**src/rtl/debounce_step_gen.sv**
```systemverilog
// -----------------------------------------------------------------------------
// debounce_step_gen
//   Upstream stage for the 4-bit LED counter demo. A raw, bouncing push-button
//   is synchronized into clk, debounced, and turned into single-cycle step
//   pulses. Holding the button down auto-repeats the step after a delay.
//
// Ports
//   clk            in   system clock, everything rises on posedge
//   rst_n          in   asynchronous, active-low reset
//   btn_in         in   raw button, asynchronous to clk, active-high
//   step           out  one-cycle increment pulse (registered)
//   pressed        out  debounced button level (registered)
//   repeat_active  out  high while auto-repeat is running (registered)
// -----------------------------------------------------------------------------
module debounce_step_gen #(
  parameter int SYNC_STAGES     = 2,
  parameter int DEBOUNCE_CYCLES = 16,
  parameter int REPEAT_DELAY    = 64,
  parameter int REPEAT_PERIOD   = 16
) (
  input  logic clk,
  input  logic rst_n,
  input  logic btn_in,
  output logic step,
  output logic pressed,
  output logic repeat_active
);

  localparam int MAX_DR  = (DEBOUNCE_CYCLES > REPEAT_DELAY) ? DEBOUNCE_CYCLES : REPEAT_DELAY;
  localparam int MAX_CNT = (MAX_DR > REPEAT_PERIOD) ? MAX_DR : REPEAT_PERIOD;
  localparam int CNT_W   = $clog2(MAX_CNT) + 1;

  localparam logic [CNT_W-1:0] DEB_LAST = CNT_W'(DEBOUNCE_CYCLES - 1);
  localparam logic [CNT_W-1:0] DLY_LAST = CNT_W'(REPEAT_DELAY - 1);
  localparam logic [CNT_W-1:0] PER_LAST = CNT_W'(REPEAT_PERIOD - 1);
  localparam logic [CNT_W-1:0] CNT_ONE  = CNT_W'(1);

  typedef enum logic [2:0] {
    S_IDLE    = 3'd0,
    S_ARM     = 3'd1,
    S_HOLD    = 3'd2,
    S_REPEAT  = 3'd3,
    S_RELEASE = 3'd4
  } state_t;

  logic [SYNC_STAGES-1:0] r_sync;
  logic                   w_btn_s;

  state_t                 r_state;
  state_t                 w_state_nxt;
  logic [CNT_W-1:0]       r_cnt;
  logic [CNT_W-1:0]       w_cnt_nxt;
  logic [CNT_W-1:0]       w_cnt_inc;
  logic                   w_step_evt;

  logic                   w_step_d;
  logic                   w_pressed_d;
  logic                   w_repeat_d;

  // Synchronizer: btn_in shifts in at bit 0, the debouncer only sees the MSB.
  always_ff @(posedge clk or negedge rst_n) begin
    if (!rst_n) begin
      r_sync <= '0;
    end else begin
      r_sync <= {r_sync[SYNC_STAGES-2:0], btn_in};
    end
  end

  assign w_btn_s = r_sync[SYNC_STAGES-1];

  // Saturating increment so the shared counter can never wrap.
  assign w_cnt_inc = (r_cnt == '1) ? r_cnt : r_cnt + CNT_ONE;

  // State register plus registered outputs.
  always_ff @(posedge clk or negedge rst_n) begin
    if (!rst_n) begin
      r_state       <= S_IDLE;
      r_cnt         <= '0;
      step          <= 1'b0;
      pressed       <= 1'b0;
      repeat_active <= 1'b0;
    end else begin
      r_state       <= w_state_nxt;
      r_cnt         <= w_cnt_nxt;
      step          <= w_step_d;
      pressed       <= w_pressed_d;
      repeat_active <= w_repeat_d;
    end
  end

  // Next-state logic. The btn_s test always comes first so that a level change
  // coinciding with a counter terminal value wins and suppresses the step.
  always_comb begin
    w_state_nxt = r_state;
    w_cnt_nxt   = w_cnt_inc;
    w_step_evt  = 1'b0;
    case (r_state)
      S_IDLE: begin
        w_cnt_nxt = '0;
        if (w_btn_s) begin
          if (DEBOUNCE_CYCLES == 1) begin
            w_state_nxt = S_HOLD;
            w_step_evt  = 1'b1;
          end else begin
            // The sample that leaves IDLE already counts as the first one.
            w_state_nxt = S_ARM;
            w_cnt_nxt   = CNT_ONE;
          end
        end
      end
      S_ARM: begin
        if (!w_btn_s) begin
          w_state_nxt = S_IDLE;
          w_cnt_nxt   = '0;
        end else if (r_cnt == DEB_LAST) begin
          w_state_nxt = S_HOLD;
          w_cnt_nxt   = '0;
          w_step_evt  = 1'b1;
        end
      end
      S_HOLD, S_REPEAT: begin
        if (!w_btn_s) begin
          // A single-sample debounce has nothing left to confirm on release.
          if (DEBOUNCE_CYCLES == 1) begin
            w_state_nxt = S_IDLE;
            w_cnt_nxt   = '0;
          end else begin
            w_state_nxt = S_RELEASE;
            w_cnt_nxt   = CNT_ONE;
          end
        end else if (r_state == S_HOLD && r_cnt == DLY_LAST) begin
          w_state_nxt = S_REPEAT;
          w_cnt_nxt   = '0;
          w_step_evt  = 1'b1;
        end else if (r_state == S_REPEAT && r_cnt == PER_LAST) begin
          w_cnt_nxt  = '0;
          w_step_evt = 1'b1;
        end
      end
      S_RELEASE: begin
        if (w_btn_s) begin
          // Bounce back to high: stay pressed but restart the repeat delay.
          w_state_nxt = S_HOLD;
          w_cnt_nxt   = '0;
        end else if (r_cnt == DEB_LAST) begin
          w_state_nxt = S_IDLE;
          w_cnt_nxt   = '0;
        end
      end
      default: begin
        w_state_nxt = S_IDLE;
        w_cnt_nxt   = '0;
      end
    endcase
  end

  // Output decode, evaluated on the next state so the outputs are registered
  // yet line up with the state they describe.
  always_comb begin
    w_step_d    = w_step_evt;
    w_pressed_d = 1'b0;
    w_repeat_d  = 1'b0;
    case (w_state_nxt)
      S_HOLD, S_RELEASE: w_pressed_d = 1'b1;
      S_REPEAT: begin
        w_pressed_d = 1'b1;
        w_repeat_d  = 1'b1;
      end
      default: begin
        w_pressed_d = 1'b0;
        w_repeat_d  = 1'b0;
      end
    endcase
  end

endmodule

```
**config.mk**
```make
export PLATFORM = sky130hd
export DESIGN_NAME = debounce_step_gen
export DESIGN_NICKNAME = d
export VERILOG_FILES = /design/src/rtl/debounce_step_gen.sv
export SDC_FILE = /design/constraint.sdc
export NUM_CORES = 1
export LEC_CHECK = 0
export ABC_AREA = 1
export CAP_MARGIN = 20
export CORE_MARGIN = 2
export CORE_UTILIZATION = 59
export CTS_CLUSTER_DIAMETER = 200
export CTS_CLUSTER_SIZE = 10
export DETAILED_ROUTE_END_ITERATION = 10
export HOLD_SLACK_MARGIN = 0.1
export PLACE_DENSITY = 0.76
export SYNTH_ARGS = -nofsm -noshare
export SYNTH_HDL_FRONTEND = slang
export SYNTH_SLANG_ARGS = --single-unit
export TNS_END_PERCENT = 10
```
**constraint.sdc**
```tcl
create_clock -name clk -period 2.8 [get_ports clk]
set_input_delay 0.42 -clock clk [delete_from_list [all_inputs] [get_ports clk]]
set_output_delay 0.42 -clock clk [all_outputs]
set_load 0.03 [all_outputs]
```
# After elaboration in Yosys (flattened, before gate mapping)
# Cells that the tools add are included.
[op_classes]
n_eq_ne = 10
n_mux = 25
add_sub_neg = 1
n_reduce_logical = 5
[op_table]
columns = ["cell", "n"]
rows = [
  ["7-bit two-way mux", 7],
  ["7-bit one-hot mux with 4 select lines", 1],
  ["3-bit two-way mux", 7],
  ["3-bit by 2-bit == test with 1-bit output, second input constant", 4],
  ["3-bit one-hot mux with 4 select lines", 1],
  ["1-bit two-way mux", 8],
  ["7-bit by 1-bit adder with 7-bit output, second input constant", 1],
  ["7-bit by 4-bit == test with 1-bit output, second input constant", 1],
  ["7-bit by 6-bit == test with 1-bit output, second input constant", 1],
  ["7-bit == test, second input constant", 1],
  ["3-bit == test, second input constant", 2],
  ["3-bit by 1-bit == test with 1-bit output, second input constant", 1],
  ["3-bit logical NOT", 1],
  ["3-bit OR reduction", 1],
  ["1-bit logical AND", 2],
  ["1-bit one-hot mux with 2 select lines", 1],
  ["2-bit OR reduction", 1],
]
[totals]
reg_bits = 15
elab_cells = 47
output_inout_bits = 3
inputBits = 3

# Depth between registers and ports, before layout
# Gate-level depths: netlist of the first run.
[depth]
ltp_word = 8
depth_mapped = 8
ltp_nobuf = 8

# Least setup slack after synthesis of the first run
# Ideal clock, no wire load.
[synth_timing]
path_type = "reg-to-reg"
start = "register r_cnt[0]"
end = "register r_cnt[1]"
t_arrival_ns = 1.122
setup_slack_ns = 1.553
period_less_slack_ns = 1.247
required_ns = 2.675
path_buffers = 0
path_stages_with_launch = 8
setup_ns = 0.125
cell_sequence = "dfrtp_1 ha_1 nand3_2 inv_2 nand2_2 or2_0 o21ai_1 a21oi_1"
[synth_via]
elab_chain_cells = 6
elab_cells_between_ends = 14
classes_between = "add/sub (1); eq/ne (3); mux (8); reduce/logical (2)"
[synth_rtl]
columns = ["item", "line_no", "source"]
rows = [
  ["from (decl)", "51", "logic [CNT_W-1:0] r_cnt;"],
  ["from (signal assigned)", "84", "r_cnt <= w_cnt_nxt;"],
  ["7-bit by 1-bit adder with 7-bit output, or another cell as far along", "72", "assign w_cnt_inc = (r_cnt == '1) ? r_cnt : r_cnt + CNT_ONE;"],
  ["7-bit two-way mux or 1-bit logical AND (tied branches)", "72, 135", ""],
  ["7-bit two-way mux", "135", "end else if (r_state == S_REPEAT && r_cnt == PER_LAST) begin"],
  ["7-bit two-way mux", "131", "end else if (r_state == S_HOLD && r_cnt == DLY_LAST) begin"],
  ["7-bit two-way mux", "122", "if (!w_btn_s) begin"],
  ["7-bit one-hot mux with 4 select lines *", "97", "case (r_state)"],
  ["named net w_cnt_nxt[1]", "52", "logic [CNT_W-1:0] w_cnt_nxt;"],
]
# The timed path passes the listed nets; every way through them passes the cells marked *.

# Worst setup path in the final report of the first run
[layout_timing]
start = "register step"
end = "output port step"
[layout_lines]
columns = ["item", "line_no", "source"]
rows = [
  ["from (decl)", "24", "output logic step,"],
  ["from (signal assigned)", "85", "step <= w_step_d;"],
]
# No word-level cell between the ends.

==> results of run 1 <==
-- sequential cells by signal, summed over array words and instances, names as in the netlist --
signal         count
r_cnt              7
r_state            3
repeat_active      1
r_sync             2
pressed            1
step               1
-- logic make-up after synthesis --
logic type,Yosys count
AOI/OAI and AO/OA,18
DFF,15
buffers and inverters,20
and+or+nand+nor,49
xor gates and xnor gates,2
adders and majority gates,1
-- routing by layer --
metal	wire length, um	up-vias	global-route usage	part of all wire
met5	0	-	0	0
met1	706	344	0.297	0.40
li1	-	353	-	-
met4	55	0	0.142	0.031
met2	885	35	0.366	0.50
met3	117	7	0.0391	0.066
-- final cells by class --
| type | instances | area [sq um] |
|---|---|---|
| well taps | 15 | 18.8 |
| flip-flops and latches | 15 | 375 |
| multi-input cells | 70 | 383 |
| repair buffers | 5 | 50.0 |
| clock inverters | 1 | 5.00 |
| fillers | 114 | 392 |
| inverters | 19 | 71.3 |
| clock buffers | 3 | 22.5 |
-- power groups by stage --
stage | logic [mW] | clock network [mW] | registers, mW
4_1_cts | 0.0408 | 0.128 | 0.233
3_5_place_dp | 0.0405 | 0 | 0.238
6_report | 0.0410 | 0.124 | 0.234
2_1_floorplan | 0.0289 | 0 | 0.234
5_1_grt | 0.0461 | 0.136 | 0.235
3_3_place_gp | 0.0392 | 0 | 0.238
-- layout by cell type (no fill, tap or decap), types with 2 or more instances in the layout --
| master | n |
|---|---|
| clkbuf_4 | 3 |
| clkdlybuf4s50_1 | 5 |
| inv_1 | 14 |
| xor2_1 | 2 |
| nor2_2 | 2 |
| nand3_1 | 8 |
| dfrtp_1 | 15 |
| o211ai_1 | 2 |
| o21ai_0 | 3 |
| nand4_1 | 2 |
| inv_2 | 5 |
| nand2_1 | 17 |
| nand3_2 | 3 |
| a21oi_1 | 10 |
| nor2_1 | 10 |
| nand2_2 | 2 |
-- worst max-delay path by stage --
stage | endpoint | slack [ns] | cells past startpoint
after detailed placement | pressed$_DFF_PN0_ | 1.39 | 6
after floorplan | r_cnt[1]$_DFF_PN0_ | 1.55 | 7
after global placement | repeat_active | 1.41 | 1
after CTS | step | 1.06 | 1
final | step | 1.07 | 1
after global routing | step | 1.05 | 1
-- metrics by stage --
stage          instances  hold slack, ns
2_1_floorplan        105           0.124
3_3_place_gp         124           0.334
3_5_place_dp         124           0.337
4_1_cts              128           0.358
5_1_grt              128           0.372
6_report             128           0.355
==> out/summary.md, run 1 <==
Global routing
- **antenna violations before repair** 0
- **first-pass GRT wire length** 2960 um
- **GRT Util Overall** 0.232
- **maximum number of pins on one net before global-route repair** 16
- **via count of the first global-routing pass** 714
- **sum of overflow across all layers after global routing** 0

Yosys
- **Syn Std Cell Area** 835 sq um
- **share of the synthesized netlist area taken by xor and xnor gates** 0.0210
- **multiplexer area fraction after synthesis** 0
- **combinational family with the most area after synthesis** simple AND/OR/NAND/NOR gates
- **flip-flop cell with the highest count after synthesis** dfrtp_1
- **number of distinct standard cells referenced by the synthesized netlist** 24
- **post-synthesis adder-cell area fraction** 0.0150
- **Mapped Avg Cell Area** 7.95 sq um
- **largest cells by area after synthesis** dfrtp_1, nand2_1, inv_1
- **Synth top cells by count** nand2_1, dfrtp_1, inv_1, a21oi_1, nor2_1
- **post-synthesis instance total** 105
- **number of warnings printed during yosys synthesis** 0
- **cell type with the highest aggregate area in the netlist** dfrtp_1
- **post-synth net total** 109
- **simple-gate share of the synthesized area** 0.301
- **share of the synthesized area in compound gates (AO/OA/AOI/OAI)** 0.121
- **most frequent cell after synthesis** nand2_1
- **Seq cells post-synth** 15
- **Post-synth EDFFs** 0
- **fraction of registers with async set or reset after synthesis** 1.00
- **share of Yosys cell area claimed by the top area cell type** 0.450
- **sequential element share of the synthesized area** 0.450

Worst hold path
- **number of instances on the worst hold path** 0
- **class of the worst hold path** register to register
- **destination of the worst hold path** r_sync[1]$_DFF_PN0_
- **Worst Hold Launch** r_sync[0]$_DFF_PN0_

Die
- **x dimension of the die** 41.6 um
- **std cell rows** 13
- **vertical die dimension** 41.6 um
- **DIE AREA** 1730 sq um
- **Floorplan Core Area** 1320 sq um
- **Boundary Pins** 6
- **starting density of the core** 0.633

Worst setup path
- **ordered cell list for the critical path** clkdlybuf4s50_1
- **r2r worst-path depth** 6
- **crit start category** register
- **worst-path fanout max** 1
- **largest stage delay on the critical path** 0.66 ns
- **end of the worst register-to-register path** r_cnt[4]$_DFF_PN0_
- **cell family contributing the most delay on the critical path** buffers and inverters
- **Register-to-Register Setup Slack** 1.36 ns
- **critical path arrival** 1.31 ns
- **combined buffer and inverter count along the critical path** 1
- **Max stage delay cell, worst path** clkdlybuf4s50_1
- **data required time of the worst path** 2.38 ns
- **source of the worst register-to-register timing path** r_cnt[0]$_DFF_PN0_
- **Critical path origin** step$_DFF_PN0_
- **sort of element at the end of the critical path** output pin
- **category of the most critical setup path** register to output pin

Route
- **Avg WL per Cell** 13.8 um
- **total number of vias** 739
- **final routed DRC violation total** 0
- **via/cell ratio** 5.77
- **DRT iter0 DRCs** 44
- **antenna-violating nets left** 0
- **sum of routed wire length over all layers** 1770 um
- **first-pass iteration count of the detailed router** 4

Placed design
- **detailed-placement wirelength estimate** 1340 um
- **pre-CTS setup slack** 1.39 ns
- **count of input and output buffers** 5
- **instance area after placement** 898 sq um
- **gpl congestion** 0.955

Layout
- **Final Core Density** 0.703
- **area added between synthesis and finish** 10.9%
- **ANT cells** 0
- **total number of nets in the final design** 118
- **Final Cell Area** 926 sq um
- **share of final-layout standard cells stronger than drive strength 1** 0.168

Clock tree
- **post-cts sizing count** 0
- **clk sinks** 15
- **level count of the clock H-tree** 1
- **TritonCTS buffer count** 3
- **setup bufs post-CTS** 0
- **Max Buffers Root-to-Sink** 2
- **Worst-path clk slew** 0.09 ns
- **clock tree from TritonCTS** built
- **CTS Hold Bufs** 0
- **root buffer cell** clkbuf_4
- **clock insertion delay at the later pin of the skew report** 0.29 ns

Power
- **switching power** 0.107 mW
- **part of the power in registers** 0.585
- **clock group share of total power** 0.312
- **Comb power frac** 0.103
- **maximum VDD drop** 0.000295 V
- **PD cells** 431 nW/um^2
- **overall power consumption** 0.399 mW
- **static leakage power** 0.485 nW
- **internal power** 0.292 mW
- **switching fraction of total power** 0.267

STA
- **worst rel slew slack** 0.559
- **final slew viol count** 0
- **setup repair after global routing missed its margin** no
- **Peak Freq** 579 MHz
- **Setup TNS** 0 ns
- **Final setup violation count** 0
- **clk_skew** 0.000532 ns
- **share of the clock period used by the worst path after layout** 0.617
- **crit path setup slack, layout** 1.07 ns
- **endpoints failing hold** 0
- **min Tclk post-route** 1.73 ns
- **Worst-Margin Slew** 0.660 ns

Status
- **result of the run** finished, final reports clean

Job
- **total of max-cap violations** 0

(Power assumes the default switching activity.)
==> run 2: changes to the inputs <==
--- a/config.mk
+++ b/config.mk
@@ -8,12 +8,12 @@
 export ABC_AREA = 1
 export CAP_MARGIN = 20
 export CORE_MARGIN = 2
-export CORE_UTILIZATION = 59
+export CORE_UTILIZATION = 55
 export CTS_CLUSTER_DIAMETER = 200
 export CTS_CLUSTER_SIZE = 10
 export DETAILED_ROUTE_END_ITERATION = 10
 export HOLD_SLACK_MARGIN = 0.1
-export PLACE_DENSITY = 0.76
+export PLACE_DENSITY = 0.71
 export SYNTH_ARGS = -nofsm -noshare
 export SYNTH_HDL_FRONTEND = slang
 export SYNTH_SLANG_ARGS = --single-unit
==> constraint.sdc (replaced) <==
create_clock -name clk -period 1.8 [get_ports clk]
set_input_delay 0.27 -clock clk [delete_from_list [all_inputs] [get_ports clk]]
set_output_delay 0.27 -clock clk [all_outputs]
set_load 0.03 [all_outputs]
==> run 2 against run 1 <==
Sequential cell count unchanged. Register-to-register slack got worse by 1.0 ns. Wire length decreased by 7.5%. Sequential share of layout area decreased by 0.33 points. Die area increased by 6.6%. Global-route usage decreased by 2.9 points. Critical endpoint is now pressed. First-iteration DRC count decreased by 41%. Non-clock buffer count increased by 1. Combinational power increased by 57%. Via count decreased by 3.7%. Worst hold slack got worse by 0.057 ns.
==> out/summary.md, run 2 (same netlist as run 1, synthesis figures left out) <==
STA
- **Worst-Margin Slew** 0.316 ns
- **Final setup violation count** 0
- **share of the clock period used by the worst path after layout** 0.860
- **endpoints failing hold** 0
- **min Tclk post-route** 1.55 ns
- **setup repair after global routing missed its margin** no
- **Peak Freq** 646 MHz
- **worst rel slew slack** 0.789
- **Setup TNS** 0 ns
- **clk_skew** 0.00157 ns
- **final slew viol count** 0

Clock tree
- **Worst-path clk slew** 0.09 ns
- **clock tree from TritonCTS** built
- **clk sinks** 15
- **clock insertion delay at the later pin of the skew report** 0.28 ns
- **CTS Hold Bufs** 0
- **TritonCTS buffer count** 3
- **level count of the clock H-tree** 1
- **root buffer cell** clkbuf_4
- **post-cts sizing count** 0
- **setup bufs post-CTS** 0
- **Max Buffers Root-to-Sink** 2

Placed design
- **count of input and output buffers** 5
- **instance area after placement** 907 sq um
- **gpl congestion** 0.868
- **detailed-placement wirelength estimate** 1200 um

Worst setup path
- **critical path arrival** 1.28 ns
- **data required time of the worst path** 1.53 ns
- **crit start category** register
- **r2r worst-path depth** 6
- **Max stage delay cell, worst path** clkdlybuf4s50_1
- **ordered cell list for the critical path** clkdlybuf4s50_1
- **largest stage delay on the critical path** 0.67 ns
- **total stage count of the critical path** 1
- **combined buffer and inverter count along the critical path** 1
- **cell family contributing the most delay on the critical path** buffers and inverters
- **worst-path fanout max** 1
- **sort of element at the end of the critical path** output pin
- **category of the most critical setup path** register to output pin

Global routing
- **GRT Util Overall** 0.203
- **via count of the first global-routing pass** 689
- **routing usage on met3** 0.0383
- **busiest metal layer after global routing** met2
- **antenna violations before repair** 0
- **first-pass GRT wire length** 2830 um
- **maximum number of pins on one net before global-route repair** 16
- **sum of overflow across all layers after global routing** 0
- **Global Route met1 Usage** 0.289
- **met2 global-route usage** 0.324

Route
- **total number of vias** 712
- **final routed DRC violation total** 0
- **first-pass iteration count of the detailed router** 4
- **antenna-violating nets left** 0
- **Avg WL per Cell** 12.6 um
- **via/cell ratio** 5.48
- **DRT iter0 DRCs** 26
- **sum of routed wire length over all layers** 1630 um

Layout
- **most common cell after layout, fill and taps aside** nand2_1
- **area added between synthesis and finish** 11.8%
- **Seq. cell area** 375 sq um
- **Final Core Density** 0.634
- **share of final-layout standard cells stronger than drive strength 1** 0.167
- **Final Cell Area** 933 sq um
- **largest register by flop count** r_cnt
- **flip-flop count of the largest register after layout** 7
- **fill cell instance count of the final layout** 132
- **total number of nets in the final design** 119
- **most frequent cells in the layout** nand2_1, dfrtp_1, inv_1
- **multi-input gate area in the final layout** 383 sq um
- **ANT cells** 0
- **Regs by FF count** r_cnt: 7 flops, r_state: 3 flops, r_sync: 2 flops

Die
- **vertical die dimension** 43.0 um
- **Boundary Pins** 6
- **Floorplan Core Area** 1470 sq um
- **x dimension of the die** 43.0 um
- **DIE AREA** 1850 sq um
- **std cell rows** 14
- **starting density of the core** 0.567

Power
- **maximum VDD drop** 0.000621 V
- **static leakage power** 0.487 nW
- **PD cells** 665 nW/um^2

Job
- **total of max-cap violations** 0

Status
- **result of the run** finished, final reports clean

Worst hold path
- **class of the worst hold path** input pin to asynchronous set/reset pin

==> run 2: cell count changes in the layout (fill, tap and decap cells not counted), sizes merged <==
cell and delta:
clkinv -1, buf +1, clkbuf +1
==> run 2: through the flow <==
step / setup WS [ns] / hold slack (ns) / power [mW] / cells
floorplan: 0.553 / -0.0256 / 0.409 / 105
global placement: 0.385 / 0.331 / 0.432 / 126
finish: 0.253 / 0.298 / 0.621 / 130
detailed placement: 0.378 / 0.336 / 0.431 / 126
global route: 0.207 / 0.300 / 0.651 / 130
CTS: 0.247 / 0.304 / 0.623 / 130
==> run 2: final timing paths <==
kind                                     start                    to  slack, ns
setup / recovery             pressed$_DFF_PN0_               pressed       0.25
max in group asynchronous                rst_n    r_cnt[3]$_DFF_PN0_       1.33
hold / removal                           rst_n  r_state[1]$_DFF_PN0_       0.30
min in group clk           r_sync[0]$_DFF_PN0_   r_sync[1]$_DFF_PN0_       0.35
setup reg to reg            r_cnt[0]$_DFF_PN0_     pressed$_DFF_PN0_       0.34
hold reg to reg            r_sync[0]$_DFF_PN0_   r_sync[1]$_DFF_PN0_       0.35
==> run 2: cell type report <==
| class | instances | area share |
|---|---|---|
| timing repair buffer | 6 | 0.0617 |
| inverter | 19 | 0.0764 |
| tap | 16 | 0.0214 |
| clock buffer | 4 | 0.0282 |
| multi-input combinational | 70 | 0.410 |
| sequential | 15 | 0.402 |
==> run 2: report_power, final <==
part	switching (mW)	internal, mW	total, mW
clock network	0.108	0.0858	0.193
registers	0.0144	0.349	0.363
logic	0.0394	0.0252	0.0645
total	0.161	0.460	0.621
==> run 2: per-layer routing <==
metal / wire, um / share of wire
met1: 816 / 0.50
met5: 0 / 0
met3: 68 / 0.042
met4: 10 / 0.0061
met2: 735 / 0.45
==> run 2: worst register-to-register path: cells and delay by family (launching register included) <==
| kind | cells | cell delay (ns) |
|---|---|---|
| and+or+nand+nor | 3 | 0.43 |
| DFF | 1 | 0.40 |
| buffers and inverters | 1 | 0.08 |
| adders and majority gates | 1 | 0.26 |
| AOI/OAI and AO/OA | 1 | 0.17 |
==> run 3: changes to the inputs <==
--- a/config.mk
+++ b/config.mk
@@ -12,6 +12,7 @@
 export CTS_CLUSTER_DIAMETER = 200
 export CTS_CLUSTER_SIZE = 10
 export DETAILED_ROUTE_END_ITERATION = 10
+export GPL_ROUTABILITY_DRIVEN = 0
 export HOLD_SLACK_MARGIN = 0.1
 export PLACE_DENSITY = 0.71
 export SYNTH_ARGS = -nofsm -noshare
==> results of run 3 <==
Final layout, timing and power as in run 2 (identical DEF).
